==> src/rtl/fifo_uart_tx.sv <==
// Drains the byte FIFO through its request/valid read port and serializes each byte as a UART frame.
// Define FIFO_UART_TX_PARITY_EN to append an even-parity bit (8E1); otherwise frames are 8N1.
module fifo_uart_tx #(
    parameter int unsigned CLOCKS_PER_BAUD = 868,
    parameter int unsigned READ_TIMEOUT    = 15
) (
    input  logic       clk,
    input  logic       rst,
    input  logic [7:0] fifo_out,
    input  logic       fifo_out_valid,
    input  logic       fifo_empty,
    output logic       fifo_out_req,
    output logic       tx,
    output logic       busy,
    output logic       drop
);
    localparam int unsigned BAUD_W = $clog2(CLOCKS_PER_BAUD);
    localparam int unsigned TO_W   = $clog2(READ_TIMEOUT);
    localparam logic [BAUD_W-1:0] BAUD_LAST = BAUD_W'(CLOCKS_PER_BAUD - 1);
    // Drop is registered, so the decision is taken one cycle early to land
    // READ_TIMEOUT cycles after the request pulse.
    localparam logic [TO_W-1:0]   TO_LAST   = TO_W'(READ_TIMEOUT - 2);

`ifdef FIFO_UART_TX_PARITY_EN
    typedef enum logic [2:0] {IDLE, REQ, WAIT, START, DATA, PARITY, STOP} state_t;
`else
    typedef enum logic [2:0] {IDLE, REQ, WAIT, START, DATA, STOP} state_t;
`endif

    state_t            state;
    state_t            next_state;
    logic [BAUD_W-1:0] baud_cnt;
    logic [TO_W-1:0]   to_cnt;
    logic [2:0]        bit_idx;
    logic [2:0]        bit_idx_nxt;
    logic [7:0]        data;
    logic              baud_wrap;
    logic              timeout;
    logic              tx_d;
    logic              req_d;
    logic              busy_d;
    logic              drop_d;

    assign baud_wrap   = (baud_cnt == BAUD_LAST);
    assign timeout     = (to_cnt == TO_LAST);
    assign bit_idx_nxt = (state == DATA && baud_wrap) ? bit_idx + 3'd1 : bit_idx;

    // State register plus output registers fed from the next-state decode.
    always_ff @(posedge clk or posedge rst) begin
        if (rst) begin
            state        <= IDLE;
            tx           <= 1'b1;
            fifo_out_req <= 1'b0;
            busy         <= 1'b0;
            drop         <= 1'b0;
        end else begin
            state        <= next_state;
            tx           <= tx_d;
            fifo_out_req <= req_d;
            busy         <= busy_d;
            drop         <= drop_d;
        end
    end

    always_comb begin
        next_state = state;
        case (state)
            IDLE:    if (!fifo_empty) next_state = REQ;
            REQ:     next_state = WAIT;
            WAIT: begin
                if (fifo_out_valid)  next_state = START;
                else if (timeout)    next_state = IDLE;
            end
            START:   if (baud_wrap) next_state = DATA;
`ifdef FIFO_UART_TX_PARITY_EN
            DATA:    if (baud_wrap && bit_idx == 3'd7) next_state = PARITY;
            PARITY:  if (baud_wrap) next_state = STOP;
`else
            DATA:    if (baud_wrap && bit_idx == 3'd7) next_state = STOP;
`endif
            STOP:    if (baud_wrap) next_state = fifo_empty ? IDLE : REQ;
            default: next_state = IDLE;
        endcase
    end

    always_comb begin
        tx_d   = 1'b1;
        req_d  = (next_state == REQ);
        busy_d = (next_state != IDLE);
        drop_d = (state == WAIT) && !fifo_out_valid && timeout;
        case (next_state)
            START:   tx_d = 1'b0;
            DATA:    tx_d = data[bit_idx_nxt];
`ifdef FIFO_UART_TX_PARITY_EN
            PARITY:  tx_d = ^data;
`endif
            default: tx_d = 1'b1;
        endcase
    end

    always_ff @(posedge clk or posedge rst) begin
        if (rst) begin
            baud_cnt <= '0;
            to_cnt   <= '0;
            bit_idx  <= '0;
            data     <= '0;
        end else begin
            case (state)
                IDLE: ;
                REQ:  to_cnt <= '0;
                WAIT: begin
                    to_cnt <= to_cnt + TO_W'(1);
                    if (fifo_out_valid) begin
                        data     <= fifo_out;
                        baud_cnt <= '0;
                        bit_idx  <= '0;
                    end
                end
                default: begin
                    baud_cnt <= baud_wrap ? '0 : baud_cnt + BAUD_W'(1);
                    bit_idx  <= bit_idx_nxt;
                end
            endcase
        end
    end
endmodule

==> config.mk <==
export PLATFORM = sky130hd
export DESIGN_NAME = fifo_uart_tx
export DESIGN_NICKNAME = d
export VERILOG_FILES = /design/src/rtl/fifo_uart_tx.sv
export SDC_FILE = /design/constraint.sdc
export NUM_CORES = 1
export LEC_CHECK = 0
export ABC_AREA = 1
export CORE_ASPECT_RATIO = 1.25
export CORE_MARGIN = 3
export CORE_UTILIZATION = 57
export CTS_CLUSTER_SIZE = 24
export DETAILED_ROUTE_END_ITERATION = 16
export PLACE_DENSITY = 0.86
export SLEW_MARGIN = 30
export SYNTH_ARGS = -nofsm -noshare
export SYNTH_HDL_FRONTEND = slang
export SYNTH_SLANG_ARGS = --single-unit
==> constraint.sdc <==
create_clock -name clk -period 1.9 [get_ports clk]
set_input_delay 0.57 -clock clk [delete_from_list [all_inputs] [get_ports clk]]
set_output_delay 0.57 -clock clk [all_outputs]
set_load 0.03 [all_outputs]
======== Word-level counts from Yosys, hierarchy flattened ========
Cells that the tools add are included.
storage, ports and cells
  flip-flop bits (word level) ............. 32
  input port bits ......................... 12
  output and inout bits ................... 4
  word-level logic and storage cells ...... 55
cells by class
  $add $sub $neg .......................... 3
  $lt $le $gt $ge ......................... 1
  equal/unequal tests ..................... 12
  muxes and demuxes ....................... 18
  bitwise logic cells ..................... 1
  reductions and logical operators ........ 11
operator list
  kind                                                                           number
  3-bit two-way mux                                                              8
  10-bit two-way mux                                                             2
  10-bit case mux with 2 select lines                                            1
  3-bit case mux with 6 select lines                                             1
  3-bit == test (second input constant)                                          4
  10-bit by 1-bit adder with 10-bit output (second input constant)               1
  10-bit == test (second input constant)                                         1
  3-bit by 2-bit == test with 1-bit output (second input constant)               3
  4-bit case mux with 2 select lines                                             1
  3-bit by 1-bit == test with 1-bit output (second input constant)               2
  3-bit case mux with 2 select lines                                             1
  4-bit by 1-bit adder with 4-bit output (second input constant)                 1
  4-bit == test (second input constant)                                          1
  1-bit logical AND                                                              4
  3-bit by 4-bit less-than comparator with 1-bit output (second input constant)  1
  2-bit AND reduction                                                            2
  3-bit by 1-bit adder with 3-bit output (second input constant)                 1
  1-bit binary-select mux with 3-bit select                                      1
  3-bit logical NOT                                                              1
  3-bit nonzero test                                                             1
  1-bit two-way mux                                                              2
  2-bit inequality test (second input constant)                                  1
  1-bit case mux with 2 select lines                                             1
  2-bit nonzero test                                                             1
  other kinds (3)                                                                3

======== Logic depth before layout (Yosys ltp) ========
Gate-level depths: netlist of run 1.
  depth in word-level cells ............... 6
  gate-level depth with buffers ........... 14
  mapped depth without buffers ............ 14

======== Worst setup path before layout of run 1 ========
No wires, ideal clock.
  path kind ............................... reg-to-reg
  start point ............................. register baud_cnt[0]
  end point ............................... register baud_cnt[8]
  setup time .............................. 120 ps
  data arrival time ....................... 1429 ps
  required time ........................... 1780 ps
  slack ................................... 352 ps
  cell stages (with the launch flop) ...... 11
  path buffers ............................ 0
  clock period less this slack ............ 1548 ps
  cells stage by stage .................... dfrtp_1 > ha_1 > inv_1 > nor3_4 > nand2_2 > nand2_1 > inv_1 > nor2_1 > a21oi_1 > o21ai_0 > inv_1
between the ends
  longest elaborated chain between the ends .. 3
  elaborated cells on any way between the ends .. 4
  those cells by class .................... add/sub (1); eq/ne (1); mux (2)
RTL lines
  what                                                                               line     RTL
  start, declared                                                                    32       logic [BAUD_W-1:0] baud_cnt;
  start signal, assigned                                                             120      baud_cnt <= baud_wrap ? '0 : baud_cnt + BAUD_W'(1);
  10-bit by 1-bit adder with 10-bit output / 10-bit == test (equally long branches)  120, 44
  10-bit two-way mux (*)                                                             120
  10-bit case mux with 2 select lines (*)                                            108      case (state)
Every way passes the cells marked *; elsewhere a longest branch is shown, timed or not.
A chain may end at the register's enable or synchronous reset.

======== Worst setup path after layout of run 1 ========
  start point ............................. register tx
  end point ............................... output port tx
RTL lines
  what                    line  RTL
  start, declared         13    output logic tx,
  start signal, assigned  58    tx <= tx_d;
No word-level cell between the ends.

==> results.md, run 1 <==
- The flow ran to the end, and the final reports show no timing, DRC or antenna violations.
- The finished layout holds approximately 280 standard cells, fillers aside.
- The startpoint identified for the worst register-to-register timing path is baud_cnt[0].
- The global-route wire length before repair is 6350 microns.
- The effective utilization at floorplan is approximately three fifths.
- Across the run, the number of max-cap violations was 0.
- The switching power of the nets is between 200 and 300 uW.
- The synthesized design devotes to its leading area cell type between 40 and 50% of total area.
- Once routing completed, OpenROAD measured the worst setup slack at 0.0520 ns.
- The clock sink count is 32.
- The total wirelength of the detailed-routed design is roughly 3800 microns.
- Counting the fill cells in the layout gives 223.
- For this run, the slowest stage of the critical path takes about 0.54 ns.
- Grouping stages by cell kind, the critical path spends the most delay in flip-flops.
- The sum of buffers and inverters on the critical path is 1.
- The worst hold-check path type is input port to async pin.
- For the final database, setup skew stands at around 0.023 ns.
- The total negative setup slack is 0 ns.
- The die is 56.0 microns wide.
- The clock network fraction of design power is 36.7%.
- The worst setup path is of the flip-flop to primary output kind.
- Combinational logic is responsible for 5.4% of the overall power.
- The transition at the pin with the smallest max-transition slack is 0.393 ns.
- Synthesis produced between 200 and 250 cells.
- For this design, the slowest cell found on the critical path is sky130_fd_sc_hd__dfstp_2.
- The buffer cell driving the clock tree root is sky130_fd_sc_hd__clkbuf_4.
- Setup slack on the worst reg-to-reg path comes out at ~0.090 ns.
- The largest driver fanout on the critical path is 1.
- The floorplan step defined a die boundary enclosing between 3000 and 4000 sq um.
- The required time of the worst setup path is 1.33 ns.
- The count of routing violations after the opening detailed-route iteration is 80.
- The kind of launch point of the worst setup path is a flip-flop.
- On the final layout, the worst hold slack is 0.549 ns.
- Data on the critical path arrives at its endpoint at 1.28 ns.
- After synthesis, the cell types taking the most area are sky130_fd_sc_hd__dfrtp_1 43%, sky130_fd_sc_hd__nand2_1 6.9%, sky130_fd_sc_hd__inv_1 6.3%.
- The floorplan step set the die height to 68.6 microns.
- Setup violations remaining at the end of the flow were counted as 0.
- The number of nets produced by synthesis is 229.
- The share of synthesized flip-flops with an asynchronous set or reset is between 90% and 100%.
- The setup slack at placement is around 0.0018 ns.
- In this run, synthesis inferred 0 flip-flops with an integrated enable.
- The number of hold-slack violations in the final timing report came to 0.
- sky130_fd_sc_hd__dfrtp_1 takes more of the synthesized area than any other cell.
- The total placed cells including tap cells is 272.
- The number of buffers inserted during clock tree synthesis is 5.
- The clock slew at the register clock pins of the worst setup and hold paths is 0.12 ns.
- The switching share of power is 22.2%.
- The count of nets left with antenna violations once routing finished came out at 0.
- The placeable core region is ~3000 sq um.
- The flip-flop cell with the highest count after synthesis is sky130_fd_sc_hd__dfrtp_1.
- The register bit total from synthesis is 32.
- The area added between synthesis and finish is 23.1%.
- The number of antenna cells inserted is 0.
- The leakage dissipation is 0.00103 uW.
- The worst-case IR drop observed on VDD is 0.000419 V.
- The final critical path takes up 97.3% of the cycle.
- The final routed DRC violation total is 0.
- Hold repair after CTS inserted 0 buffers.
- The pin count of the biggest net entering global routing is 33.
- Once layout is complete, the utilization of the core stands at 73.9%.
- The insertion delay of the later-clocked pin in the worst-skew pair is 0.34 ns.
- The initial antenna violation count is 0.
- The final count of pins violating max slew is 0.
- The final routed wire length divided by cell count is 13.5 microns.
- Using the TritonRoute via totals, the vias-per-cell ratio works out to 5.62.
- The quantity of I/O buffers inserted on ports is 15.
- In this run the critical register-to-register path is captured at tx.
- The internal power is between 900 and 1000 uW.
- The share of post-route cells with drive strength above 1 is about a fifth.
- The synthesized netlist contains 35 unique library cells.
- The top achievable clock speed is 0.541 GHz.
- Once detailed placement completed, the half-perimeter wirelength came to between 2000 and 3000 microns.
- The critical path goes through dlygate4sd2_1.
- The yosys synthesis warning count is 0.
- The first detailed-routing pass took 4 iterations.
- 16 I/O pins were placed.
- After global routing the overflow that remains totals 0.
- The H-tree depth is 2.
- The CTS tree is done.
- The minimum period implied by the final worst setup slack is 1.85 ns.
- The mean area per synthesized cell is 8.42 sq um.
- The worst setup path is captured at a primary output.
- Summing the sequential cell areas from Yosys gives between 40 and 50% of the chip area.
- The number of vias in the routed layout is 1,585.
- The number of placement rows is 22.
- The via count of the first global-routing pass is between 1,000 and 1,500.
- The final-stage net count is 263.
- The synthesized netlist occupies a cell area of between 1500 and 2000 sq um.
- Counting along the longest clock path gives a buffer depth of 2.
- The total routing usage reported by global routing is 21.2%.
- The power density relative to cell area is 546 nW/um^2.
- The congestion estimate from routability-driven global placement came to 0.910.
- The headroom to the max-slew limit is roughly 74%.
- Per report_power, the sequential group accounts for about 58% of the total.
- Measured in cells, the most critical reg-to-reg path has a length of 12.
metal layers:
metal	up-vias	part of all wire (%)	track usage (%)
met3	5	3.2	3.35
li1	784	-	-
met2	43	50	37.4
met4	0	1.4	8.61
met5	-	0	0
met1	753	45	26.3
cell usage after synthesis, types with 3 or more instances:
cell type and count:
sky130_fd_sc_hd__nand2_1 33, sky130_fd_sc_hd__o21ai_0 13, sky130_fd_sc_hd__nand2_2 7, sky130_fd_sc_hd__nor2_1 14, sky130_fd_sc_hd__o21ai_1 3, sky130_fd_sc_hd__nand4_1 6, sky130_fd_sc_hd__ha_1 5, sky130_fd_sc_hd__nor2_2 3
sky130_fd_sc_hd__nor3_1 5, sky130_fd_sc_hd__a21oi_1 6, sky130_fd_sc_hd__o22ai_1 7, sky130_fd_sc_hd__nand3_1 20, sky130_fd_sc_hd__inv_1 30, sky130_fd_sc_hd__dfrtp_1 31
tightest hold or removal path, stage by stage:
cell,delay [ns]
sky130_fd_sc_hd__clkdlybuf4s50_1,0.39
sky130_fd_sc_hd__inv_1,0.09
sky130_fd_sc_hd__buf_12,0.21
logic make-up (layout without fill, tap and decap cells):
logic type,Yosys count,in the layout,share of synthesized area (%)
AO/OA/AOI/OAI,39,39,13.8
buffers and inverters,36,70,7.85
XOR/XNOR,3,3,1.47
adder cells (fa/ha/maj),5,5,3.51
AND/OR/NAND/NOR,97,97,28.4
flip-flops,32,32,45.0
worst max path at each step:
stage | from | to | slack [ns] | cells past startpoint
2_1_floorplan | baud_cnt[0] | baud_cnt[8] | 0.35 | 10
3_3_place_gp | fifo_out_valid | baud_cnt[7] | 0.06 | 7
3_5_place_dp | fifo_out_valid | tx | 0.002 | 10
4_1_cts | fifo_out_req | fifo_out_req | 0.02 | 1
5_1_grt | baud_cnt[0] | tx | -0.02 | 12
6_report | tx | tx | 0.05 | 1
layout by cell type, fill, tap and decap left out, drive strengths merged, types with 2 or more instances in the layout:
cell           count
a21oi              8
a311oi             2
buf               14
clkbuf             7
clkdlybuf4s50     11
clkinv             2
dfrtp             31
dlygate4sd2        3
ha                 5
inv               32
nand2             40
nand3             23
nand4              6
nor2              19
nor3               7
nor4               2
o21ai             18
o22ai              7
xor2               2
power groups by stage:
stage / Clock, uW / Combinational (uW) / Sequential, uW
after global routing: 477 / 72.2 / 695
final: 441 / 65.2 / 694
after global placement: 0 / 64.4 / 707
after CTS: 440 / 66.2 / 694
after floorplan: 0 / 27.5 / 707
after detailed placement: 0 / 65.9 / 707
metrics by stage:
step	power (uW)	area (sq um)
final	1200	2200
after global routing	1240	2200
after CTS	1200	2120
after detailed placement	773	2060
after global placement	771	2060
after floorplan	734	1780
flip-flops by register name, indices dropped and copies added, names as in the netlist:
| signal | count |
|---|---|
| baud_cnt | 10 |
| bit_idx | 3 |
| busy | 1 |
| data | 8 |
| drop | 1 |
| fifo_out_req | 1 |
| state | 3 |
| to_cnt | 4 |
| tx | 1 |
cell type report:
cell class	instances	area [sq um]	area share, %
clock buffer	7	65.1	2.96
inverter	34	129	5.87
multi-input combinational	144	885	40.3
sequential	32	803	36.6
tap	36	45.0	2.05
timing repair buffer	29	270	12.3
timing repair:
item                       in CTS  in global routing
resized for setup               3                 13
pin swaps                       0                  3
setup endpoints to repair       3                  4
buffers inserted                0                  3
Note: power is estimated with default switching activity, not from simulation.
==> inputs of run 2 (changes only) <==
MAX_ROUTING_LAYER = met4   (was unset)
==> run 2 against run 1 <==
  * Sequential power is essentially flat
  * Routed wire length is the same
  * Cell area is the same
  * Clock power is essentially flat
  * Final cell count is the same
  * Die area is the same
  * Global-route usage grew 0.62 points
  * Fmax is essentially flat
  * Hold slack is essentially flat
  * Clock-buffer cell count is the same
==> results.md, run 2 (synthesis results as in run 1) <==
- The flow ran to the end, and the final reports show no timing, DRC or antenna violations.
- The global-route wire length before repair is 6360 microns (+0.11%).
- The hold buffer count at cts is 0 (unchanged).
- The pin count of the biggest net entering global routing is 33 (unchanged).
- The H-tree depth is 2 (unchanged).
- The commonest non-fill, non-tap cell in the layout is sky130_fd_sc_hd__nand2_1.
- The deepest clock path buffer count is 2 (unchanged).
- The arrival time of the worst setup path is 1.28 ns (about the same).
- The worst hold-check path type is input port to async pin.
- The number of failing setup endpoints in the final timing report came to 0 (unchanged).
- The number of vias in the routed layout was 1,585 (unchanged).
- The total global routing overflow came to 0 (unchanged).
- The final routed wire length divided by cell count is 13.5 microns (unchanged).
- The number of cells traversed by the worst register-to-register path is 12 (unchanged).
- The total I/O pin count was 16 (unchanged).
- For this design, the slowest cell found on the critical path is sky130_fd_sc_hd__dfstp_2.
- The share of post-route cells with drive strength above 1 is 21.1% (unchanged).
- The effective utilization at floorplan is 60.0% (unchanged).
- The top layer used by detailed routing is met4.
- The number of gates on the worst path with buffers counted is 1 (unchanged).
- The leakage dissipation is 0.00103 uW (unchanged).
- The initial antenna violation count was 0 (unchanged).
- The worst setup path is captured at a primary output.
- The max capacitance violation total is 0 (unchanged).
- The signal on the critical path passes through dlygate4sd2_1.
- The number of hold-slack violations in the final timing report came to 0 (unchanged).
- The number of buffers inserted during clock tree synthesis came to 5 (unchanged).
- The flip-flop count of the largest register, all copies and words added is 10 (unchanged).
- The buffer cell driving the clock tree root is sky130_fd_sc_hd__clkbuf_4.
- The via count of the first global-routing pass was 1,495 (unchanged).
- The total routed wire length on the met1 layer came to 1730 microns (unchanged).
- The transition at the pin with the smallest max-transition slack is 0.393 ns (unchanged).
- The final routed DRC violation total came to 0 (unchanged).
- The final-stage net count was 263 (unchanged).
- The number of antenna cells inserted is 0 (unchanged).
- The number of fill cells in the layout was 223 (unchanged).
- The worst clock skew on the final layout is 0.0231 ns (+0.0000102 ns).
- The post-layout utilization of the core was 73.9% (unchanged).
- The largest registers in the layout are baud_cnt (10), data (8), to_cnt (4).
- The clock sink count is 32 (unchanged).
- The headroom to the max-slew limit came to 73.8% (unchanged).
- The minimum period implied by the final worst setup slack is 1.85 ns (-0.000120 ns).
- The number of optimization iterations in the first detailed-route pass is 4 (unchanged).
- Leaving out fill and tap cells, the most frequent cells in the layout are 33 x sky130_fd_sc_hd__nand2_1, 30 x sky130_fd_sc_hd__dfrtp_1, 29 x sky130_fd_sc_hd__inv_1, 20 x sky130_fd_sc_hd__nand3_1, 13 x sky130_fd_sc_hd__o21ai_0.
- The vertical extent of the die is 68.6 microns (unchanged).
- The CTS tree is done.
- The placeable core region came to 2970 sq um (unchanged).
- More flip-flops sit in one register than any other, and that register is baud_cnt.
- On the critical path the largest part of the delay comes from flip-flops.
- The worst setup path category is flip-flop to primary output.
- The total routing usage reported by global routing came to 21.8% (+0.62 points).
- The worst voltage drop across the vdd grid came to 0.000419 V (about the same).
- The area added between synthesis and finish is 23.1% (unchanged).
- The via count normalized by instance count is 5.62 (unchanged).
- The required time of the worst setup path came to 1.33 ns (about the same).
- The sum of buffers and inverters on the critical path is 1 (unchanged).
- The highest cell delay on the worst timing path is 0.54 ns (about the same).
- The residual antenna-violating net count after detailed routing was 0 (unchanged).
- The power density relative to cell area is 546 nW/um^2 (about the same).
- The total wirelength of the detailed-routed design is 3820 microns (unchanged).
- The sum of net half-perimeters after detailed placement is 2680 microns (unchanged).
- The width of the die is 56.0 microns (unchanged).
- The wire length on met3 came to 122 microns (unchanged).
- The number of placement rows is 22 (unchanged).
- The worst hold slack after final layout is 0.549 ns (-0.00000700 ns).
- The insertion delay of the later-clocked pin in the worst-skew pair is 0.34 ns (about the same).
- The period utilization was 97.3% (about the same).
- The die area is 3840 sq um (unchanged).
- The top achievable clock speed is 0.541 GHz (about the same).
- The largest driver fanout on the critical path is 1 (unchanged).
- The count of routing violations after the opening detailed-route iteration is 81 (+1.3%).
- The final count of pins violating max slew came to 0 (unchanged).
- The worst setup path is launched from a flip-flop.
- The quantity of I/O buffers inserted on ports is 15 (unchanged).
- The clock slew at the register clock pins of the worst setup and hold paths came to 0.12 ns (about the same).
- The weighted congestion reported at the end of routability-driven placement came to 0.926 (+1.7%).
- The met2 wire length came to 1910 microns (unchanged).
[run 2: cell counts in the layout (fill, tap and decap cells not counted)]
No cell type changed its count.
[run 2: power by group]
part           switching, uW  total [uW]  internal [uW]
Sequential              2.79         694            691
Combinational           32.1        65.2           33.1
Clock                    231         441            210
Total                    266        1200            934
[run 2: per-stage QoR]
step,setup WS (ns),total power (uW),setup TNS [ns],std cells,cell area (sq um)
4_1_cts,0.0171,1200,0,279,2120
3_5_place_dp,0.00178,773,0,272,2060
6_report,0.0521,1200,0,282,2200
5_1_grt,-0.0239,1240,-0.0239,282,2200
2_1_floorplan,0.352,734,0,212,1780
3_3_place_gp,0.0572,771,0,272,2060
[run 2: layer usage]
layer,GRT usage (%),up-vias
li1,-,784
met1,26.3,753
met2,37.4,43
met3,3.35,5
met4,8.61,0
met5,-,-
[run 2: final timing paths]
check	start	endpoint	slack (ns)
max in group asynchronous	rst	tx	1.11
setup reg to reg	baud_cnt[0]	tx	0.09
setup / recovery	tx	tx	0.05
hold reg to reg	data[4]	data[4]	0.55
min in group clk	data[4]	data[4]	0.55
hold / removal	rst	baud_cnt[7]	0.55
[run 2: what timing repair did]
item                       4_1_cts  5_1_grt
setup endpoints to repair        3        4
setup buffers                    0        3
pin swaps                        0        3
gates resized for setup          3       13
[run 2: cell type report]
cell class | count | area, sq um | share of cell area [%]
clock buffer | 7 | 65.1 | 2.96
inverter | 34 | 129 | 5.87
multi-input combinational | 144 | 885 | 40.3
sequential | 32 | 803 | 36.6
tap | 36 | 45.0 | 2.05
timing repair buffer | 29 | 270 | 12.3
